## src/rtl/mult32x32_pkg.sv

```systemverilog
// mult32x32_pkg: shared types and step helpers for the 32x32 multiplier sequencer
package mult32x32_pkg;
  typedef enum logic [1:0] {IDLE, CLEAR, RUN, DONE} state_t;
  localparam int NUM_STEPS = 8;
  typedef logic [2:0] step_t;
  function automatic logic [2:0] shift_of(step_t k);
    return {1'b0, k[1:0]} + {1'b0, k[2], 1'b0};
  endfunction
endpackage

```

## src/rtl/mult32x32_next_step.sv

```systemverilog
// mult32x32_next_step: finds the lowest enabled step at or after a start index
module mult32x32_next_step
  import mult32x32_pkg::*;
#(
  parameter bit SKIP_ZERO = 1'b0
) (
  input  logic [NUM_STEPS-1:0] mask,
  input  step_t                start,
  input  logic                 inclusive,
  output step_t                idx_next,
  output logic                 found
);
  logic [NUM_STEPS-1:0] eff;
  assign eff = SKIP_ZERO ? mask : {NUM_STEPS{1'b1}};
  // descending scan so the lowest qualifying index wins
  always_comb begin
    idx_next = '0;
    found = 1'b0;
    for (int i = NUM_STEPS - 1; i >= 0; i--)
      if (eff[i] && (i > int'(start) || (inclusive && i == int'(start)))) begin
        idx_next = step_t'(i);
        found = 1'b1;
      end
  end
endmodule

```

## src/rtl/mult32x32_ctrl.sv

```systemverilog
// mult32x32_ctrl: sequences clear and byte x half-word accumulate steps for the arith unit
module mult32x32_ctrl
  import mult32x32_pkg::*;
#(
  parameter bit SKIP_ZERO = 1'b0
) (
  input  logic        clk,
  input  logic        reset_n,
  input  logic        in_valid,
  output logic        in_ready,
  input  logic [31:0] a_in,
  input  logic [31:0] b_in,
  output logic [31:0] a,
  output logic [31:0] b,
  output logic [1:0]  a_sel,
  output logic        b_sel,
  output logic [2:0]  shift_sel,
  output logic        upd_prod,
  output logic        clr_prod,
  output logic        busy,
  output logic        done
);
  state_t               state, state_d;
  step_t                idx, idx_d, nxt, start_idx;
  logic [NUM_STEPS-1:0] mask, mask_in;
  logic                 found, accept, run;
  assign run = state == RUN;
  assign accept = in_valid & in_ready;
  assign start_idx = run ? idx : '0;
  mult32x32_next_step #(.SKIP_ZERO(SKIP_ZERO)) u_next (
    .mask     (mask),
    .start    (start_idx),
    .inclusive(!run),
    .idx_next (nxt),
    .found    (found)
  );
  // a step is useful only if both its a byte and its b half are non-zero
  always_comb begin
    mask_in = '0;
    for (int k = 0; k < NUM_STEPS; k++)
      mask_in[k] = (a_in[8*(k%4) +: 8] != 8'd0) && (b_in[16*(k/4) +: 16] != 16'd0);
  end
  // next state and step index
  always_comb begin
    state_d = state == IDLE ? (accept ? CLEAR : IDLE) :
              state == DONE ? IDLE :
              found ? RUN : DONE;
    idx_d = (state == CLEAR || run) && found ? nxt : idx;
  end
  // state, step index and held operands
  always_ff @(posedge clk) begin
    if (!reset_n) begin
      state <= IDLE;
      idx <= '0;
      mask <= '0;
      a <= '0;
      b <= '0;
    end else begin
      state <= state_d;
      idx <= idx_d;
      if (accept) begin
        a <= a_in;
        b <= b_in;
        mask <= mask_in;
      end
    end
  end
  assign in_ready = state == IDLE;
  assign clr_prod = state == CLEAR;
  assign upd_prod = run;
  assign busy = state == CLEAR || run;
  assign done = state == DONE;
  assign a_sel = run ? idx[1:0] : 2'd0;
  assign b_sel = run ? idx[2] : 1'b0;
  assign shift_sel = run ? shift_of(idx) : 3'd0;
endmodule

```

## config.mk

```make
export PLATFORM = sky130hd
export DESIGN_NAME = mult32x32_ctrl
export DESIGN_NICKNAME = d
export VERILOG_FILES = /design/src/rtl/mult32x32_pkg.sv /design/src/rtl/mult32x32_next_step.sv /design/src/rtl/mult32x32_ctrl.sv
export SDC_FILE = /design/constraint.sdc
export NUM_CORES = 1
export LEC_CHECK = 0
export CAP_MARGIN = 20
export CORE_AREA = 2 2 96 80
export CTS_CLUSTER_DIAMETER = 40
export DETAILED_ROUTE_END_ITERATION = 6
export DIE_AREA = 0 0 98 82
export PLACE_DENSITY_LB_ADDON = 0.3
export SETUP_SLACK_MARGIN = 0.5
export SLEW_MARGIN = 20
export SYNTH_ARGS = -nofsm -noshare
export SYNTH_HDL_FRONTEND = slang
export SYNTH_SLANG_ARGS = --single-unit
export TNS_END_PERCENT = 10
```

## constraint.sdc

```tcl
create_clock -name clk -period 2 [get_ports clk]
set_clock_uncertainty 0.05 [all_clocks]
set_input_delay 0.3 -clock clk [delete_from_list [all_inputs] [get_ports clk]]
set_output_delay 0.3 -clock clk [all_outputs]
set_load 0.02 [all_outputs]
```

==> Yosys cells after proc, flatten, opt, wreduce, memory -nomap -nowiden <==
Index checks and enable logic that the tools add are counted.
{ "totals": {"ff_bits": 69, "latchBits": 0, "ramBits": 0, "mem_bits_ro": 0, "output_inout_bits": 75, "word_cells": 67, "mem_count": 0} }
{ "classes": {"n_addsub": 1, "n_mul": 0, "div": 0, "magnitude_cmp": 7, "eq_ne": 10, "shifts": 0, "muxes": 24, "bitwise": 1, "reduce_logical": 20} }
{ "ops": {"columns": ["cell", "count"], "rows": [
  ["2-to-1 mux 3 bit", 10],
  ["equality test 3 bit, first input constant", 4],
  ["greater-than comparator 3 bit, first input constant", 4],
  ["2-to-1 mux 1 bit", 11],
  ["logical AND 1 bit", 9],
  ["logical OR 1 bit", 8],
  ["equality test 2 x 3 -> 1 bit, first input constant", 2],
  ["greater-than comparator 2 x 3 -> 1 bit, first input constant", 2],
  ["2-to-1 mux 2 bit", 3],
  ["equality test 2 bit, second input constant", 2],
  ["adder 2 x 2 -> 3 bit", 1],
  ["equality test 1 x 3 -> 1 bit, first input constant", 1],
  ["greater-than comparator 1 x 3 -> 1 bit, first input constant", 1],
  ["logical NOT 3 bit", 1],
  ["equality test 2 x 1 -> 1 bit, second input constant", 1],
  ["logical NOT 2 bit", 1],
  ["AND 1 bit", 1],
  ["logical NOT 1 bit", 1]
]} }

==> Logic depth before layout (Yosys ltp) <==
{ "logic_depth": {"depth_word": 16, "ltp_mapped": 6} }

==> Hierarchy <==
A second synthesis with hierarchy kept.
{ "unflattened": {"hier_cells": 359, "hier_area_um2": 3145.5} }
{ "by_module_without_submodules": {"columns": ["module", "instances", "cells_per_inst", "area_per_inst_um2", "seq_area_each_um2"], "rows": [
  ["mult32x32_ctrl", 1, 353, 3096.7, 1541.5],
  ["mult32x32_next_step", 1, 6, 48.8, 0.0]
]} }

==> Worst setup path after synthesis <==
OpenSTA, ideal clock, no wires.
{ "synth_timing": {"path_kind": "register -> output", "from": "reg state[0]", "to": "out shift_sel[0]", "arrival_time_ns": 1.204, "t_required_ns": 1.650, "path_slack_ns": 0.446, "path_stages_with_launch": 5, "path_cell_list": "dfxtp_1 inv_1 ha_1 and2_1 buf_4"} }
{ "synth_between": {"elab_chain_len": 2} }
{ "synth_rtl": {"columns": ["element", "line_no", "rtl"], "rows": [
  ["from (decl)", "mult32x32_ctrl.sv:23", "state_t state, state_d;"],
  ["from (signal assigned)", "mult32x32_ctrl.sv:59", "state <= state_d;"],
  ["equality test 2 bit", "mult32x32_ctrl.sv:27", "assign run = state == RUN;"],
  ["via upd_prod", "mult32x32_ctrl.sv:18", "output logic upd_prod,"],
  ["2-to-1 mux 3 bit", "mult32x32_ctrl.sv:75", "assign shift_sel = run ? shift_of(idx) : 3'd0;"],
  ["to (decl)", "mult32x32_ctrl.sv:17", "output logic [2:0] shift_sel,"]
]} }
The timed path passes the listed nets, and every way through them passes these cells.

==> Worst setup path after layout <==
{ "layout_timing": {"from": "reg a[16]", "to": "out a[16]"} }
{ "layout_lines": {"columns": ["element", "line_no", "rtl"], "rows": [
  ["from (decl)", "mult32x32_ctrl.sv:13", "output logic [31:0] a,"],
  ["from (signal assigned)", "mult32x32_ctrl.sv:62", "a <= a_in;"]
]} }
No word-level cell between the ends.

==> flow_results.xml <==
<?xml version="1.0" encoding="UTF-8"?>
<metrics>
  <group name="pwr">
    <metric name="total_leakage_power" unit="nW">1.99</metric>
    <metric name="pwr-share-comb" unit="%">24.5</metric>
    <metric name="swShare" unit="%">27.7</metric>
    <metric name="p_sw" unit="mW">0.910</metric>
    <metric name="vdd_drop_max" unit="mV">0.440</metric>
    <metric name="p_seq_share" unit="%">45.8</metric>
    <metric name="pwr_density_cell" unit="mW/mm2">694</metric>
    <metric name="p_clk_share" unit="%">29.7</metric>
    <metric name="internal_power" unit="mW">2.38</metric>
  </group>
  <group name="status">
    <metric name="status" unit="">finished clean</metric>
  </group>
  <group name="setup_path">
    <metric name="rr_startpoint" unit="">state[1]$_SDFF_PP0_</metric>
    <metric name="critPathLaunch" unit="">a[16]$_SDFFE_PN0P_</metric>
    <metric name="critical_path.max_stage_delay" unit="ps">620</metric>
    <metric name="critical-path-top-delay-family" unit="">buffers and inverters</metric>
    <metric name="crit_path_cell_trace" unit="">clkdlybuf4s50_1</metric>
    <metric name="critPathRequiredTime" unit="ps">1650</metric>
    <metric name="ff2ff_setup_slack" unit="ps">430</metric>
    <metric name="worst-endpoint-arrival" unit="ps">1290</metric>
    <metric name="crit_path_max_fanout" unit="">2</metric>
    <metric name="crit_path_end" unit="">a[16]</metric>
    <metric name="worst-path-buf-inv" unit="">1</metric>
    <metric name="crit_type" unit="">reg2out</metric>
    <metric name="worst_path_slowest_cell" unit="">clkdlybuf4s50_1</metric>
    <metric name="reg2reg_to" unit="">state[0]$_SDFF_PN0_</metric>
    <metric name="critical_path.endpoint_type" unit="">output pin</metric>
    <metric name="worst-path-stages" unit="">1</metric>
    <metric name="critical_path.startpoint_type" unit="">register</metric>
    <metric name="r2r_cells" unit="">5</metric>
  </group>
  <group name="sta">
    <metric name="slew_viol_final" unit="">0</metric>
    <metric name="finalSetupViolCount" unit="">0</metric>
    <metric name="unrepaired_setup_endpoints_after_global_routing" unit="">true</metric>
    <metric name="max_freq" unit="MHz">609</metric>
    <metric name="timing.max_slew.rel_slack" unit="%">64.1</metric>
    <metric name="hold_viol_final" unit="">0</metric>
    <metric name="fin_tns_setup" unit="ps">0</metric>
    <metric name="slew_worst_pin" unit="ps">538</metric>
    <metric name="holdWs" unit="ps">420</metric>
    <metric name="fin_crit" unit="ps">1640</metric>
    <metric name="final_min_period_over_clock_period" unit="%">82.0</metric>
  </group>
  <group name="synthesis">
    <metric name="syn-mean-instance-area" unit="um2">9.41</metric>
    <metric name="synth_edf_count" unit="">0</metric>
    <metric name="synth_largest_type_area_fraction" unit="%">45.6</metric>
    <metric name="ys_top_cells_by_area" unit="">dfxtp_1 (46%), a21bo_1 (12%), a21oi_1 (11%)</metric>
    <metric name="netlist.top_cell.by_area" unit="">dfxtp_1</metric>
    <metric name="yosys_most_used_dff" unit="">dfxtp_1</metric>
    <metric name="syn_area" unit="mm2">0.00303</metric>
    <metric name="netlist_instances" unit="">322</metric>
    <metric name="yosysSeqAreaShare" unit="%">45.6</metric>
    <metric name="postSynthRegisterBits" unit="">69</metric>
    <metric name="synth-async-reset-ratio" unit="%">0</metric>
    <metric name="ys_top_cells_by_count" unit="">dfxtp_1 (69), a21oi_1 (65), nand3_1 (64), a21bo_1 (36), a21bo_2 (28)</metric>
    <metric name="syn_nets" unit="">394</metric>
    <metric name="synth_cell_types" unit="">23</metric>
    <metric name="yosys_warnings" unit="">0</metric>
    <metric name="synthMostInstantiatedCell" unit="">dfxtp_1</metric>
  </group>
  <group name="routing">
    <metric name="firstDrtPassIters" unit="">4</metric>
    <metric name="vias" unit="">2779</metric>
    <metric name="number_of_nets_still_failing_antenna_checks_after_routing" unit="">0</metric>
    <metric name="drt-wirelength-per-cell" unit="um">14.4</metric>
    <metric name="drc" unit="">0</metric>
    <metric name="routed_wl" unit="um">7810</metric>
    <metric name="drt_iter0_drc" unit="">95</metric>
    <metric name="vias_per_cell" unit="">5.13</metric>
  </group>
  <group name="min_path">
    <metric name="type_of_the_tightest_min_delay_check" unit="">in2reg</metric>
  </group>
  <group name="cts">
    <metric name="cts_h_tree_depth" unit="">3</metric>
    <metric name="clk_latency" unit="ps">330</metric>
    <metric name="clk_transition_reported_paths" unit="ps">70</metric>
    <metric name="cts_max_path_buffers" unit="">2</metric>
    <metric name="cts.sinks" unit="">69</metric>
    <metric name="cts_tree" unit="">done</metric>
    <metric name="cts_made_buffers" unit="">9</metric>
    <metric name="clock_root_buffer" unit="">clkbuf_8</metric>
    <metric name="holdBufCountCts" unit="">0</metric>
  </group>
  <group name="floorplanning">
    <metric name="floorplan.die_area" unit="mm2">0.00804</metric>
    <metric name="start_util" unit="%">42.6</metric>
    <metric name="die_width" unit="um">98</metric>
    <metric name="ports_placed_on_the_boundary" unit="">142</metric>
    <metric name="rows" unit="">28</metric>
    <metric name="design.core.area" unit="mm2">0.00711</metric>
    <metric name="die_height" unit="um">82</metric>
  </group>
  <group name="global_route">
    <metric name="met2_grt_util" unit="%">31.4</metric>
    <metric name="grt_overflow" unit="">0</metric>
    <metric name="first_global_vias" unit="">2613</metric>
    <metric name="grt_first_pass_wirelength" unit="um">12400</metric>
    <metric name="grt_util_met1" unit="%">23.3</metric>
    <metric name="groute.layer.met3.usage" unit="%">7.06</metric>
    <metric name="gr-max-usage-layer" unit="">met2</metric>
    <metric name="initial_antenna_violation_count" unit="">0</metric>
    <metric name="grt_max_degree" unit="">131</metric>
    <metric name="gr-usage-all-layers" unit="%">19.1</metric>
  </group>
  <group name="final_layout">
    <metric name="area_delta_synth_final" unit="%">56.4</metric>
    <metric name="insertedDiodeCount" unit="">0</metric>
    <metric name="final_nets" unit="">521</metric>
    <metric name="finish.instance_area" unit="mm2">0.00474</metric>
    <metric name="drive_gt1_share" unit="%">17.7</metric>
    <metric name="finish.utilization" unit="%">66.6</metric>
    <metric name="fill_cells" unit="">590</metric>
  </group>
  <group name="placement">
    <metric name="finalWeightedCongestion" unit="">0.714</metric>
    <metric name="io_buffers" unit="">141</metric>
    <metric name="hpwl" unit="um">5140</metric>
    <metric name="postPlaceCellArea" unit="mm2">0.00448</metric>
  </group>
  <group name="job">
    <metric name="drv_cap" unit="">0</metric>
  </group>
</metrics>
[sequential cells by signal, indices dropped and copies added (netlist names)]
register and count:
idx 3, a 32, b 32, state 2
[power groups by stage]
stage / clock network, mW / registers [mW] / logic [mW]
after floorplan: 0 / 1.64 / 0.334
after global placement: 0 / 1.53 / 0.800
after detailed placement: 0 / 1.54 / 0.808
after CTS: 1.02 / 1.51 / 0.814
after global routing: 1.08 / 1.52 / 0.867
final: 0.976 / 1.51 / 0.805
[worst min-delay path by stage]
| stage | startpoint | cells past startpoint | slack, ps | endpoint |
|---|---|---|---|---|
| 2_1_floorplan | a_in[18] | 2 | 400 | a[18]$_SDFFE_PN0P_ |
| 3_3_place_gp | idx[2]$_SDFFE_PN0P_ | 2 | 480 | idx[0]$_SDFFE_PN0P_ |
| 3_5_place_dp | idx[2]$_SDFFE_PN0P_ | 2 | 500 | idx[0]$_SDFFE_PN0P_ |
| 4_1_cts | in_valid | 3 | 410 | b[17]$_SDFFE_PN0P_ |
| 5_1_grt | in_valid | 3 | 420 | b[3]$_SDFFE_PN0P_ |
| 6_report | in_valid | 3 | 420 | a[10]$_SDFFE_PN0P_ |
[logic make-up after synthesis]
family / share of synthesized area [%]
fa+ha+maj: 2.07
compound gates: 32.7
mux: 0.330
simple gates: 13.3
buf+inv: 6.03
flops: 45.6
[what timing repair did]
action	CTS	global route
gates resized for setup	73	16
pin swaps	4	1
endpoints found under the setup margin	112	136
buffers inserted	2	1
[layout make-up]
class                      count  area (um2)  share of cell area, %
clock buffer                  12         155                   3.28
tap                           90         113                   2.38
sequential                    69        1390                   29.4
clock inverter                 2        10.0                  0.211
inverter                       3        16.3                  0.343
multi-input combinational    214        1520                   32.0
timing repair buffer         152        1530                   32.4
[metrics by stage]
| step | worst slack [ps] | total power [mW] | std cells |
|---|---|---|---|
| 2_1_floorplan | 533 | 1.97 | 322 |
| 3_3_place_gp | 217 | 2.33 | 525 |
| 3_5_place_dp | 175 | 2.34 | 525 |
| 4_1_cts | 337 | 3.34 | 541 |
| 5_1_grt | 313 | 3.46 | 542 |
| 6_report | 359 | 3.29 | 542 |
[cell usage in the layout (no fill, tap or decap), types with 2 or more instances in the layout]
master | synthesis | final
clkdlybuf4s50_1 | 0 | 116
ha_4 | 0 | 3
nand3_1 | 64 | 64
a21bo_2 | 28 | 28
dlymetal6s2s_1 | 0 | 12
dfxtp_1 | 69 | 65
buf_4 | 1 | 10
a21bo_1 | 36 | 36
inv_4 | 0 | 2
clkinv_2 | 0 | 2
buf_12 | 0 | 2
ha_1 | 5 | 2
and2_4 | 0 | 5
buf_2 | 26 | 4
dfxtp_4 | 0 | 3
buf_6 | 0 | 7
clkbuf_8 | 0 | 11
a21oi_1 | 65 | 65
[routing by layer]
metal	up-vias	wire length (um)	part of all wire (%)
li1	1401	-	-
met1	1278	3390	43
met4	0	148	1.9
met5	-	0	0
met2	84	3770	48
met3	16	502	6.4
Note: power is estimated with default switching activity, not from simulation.
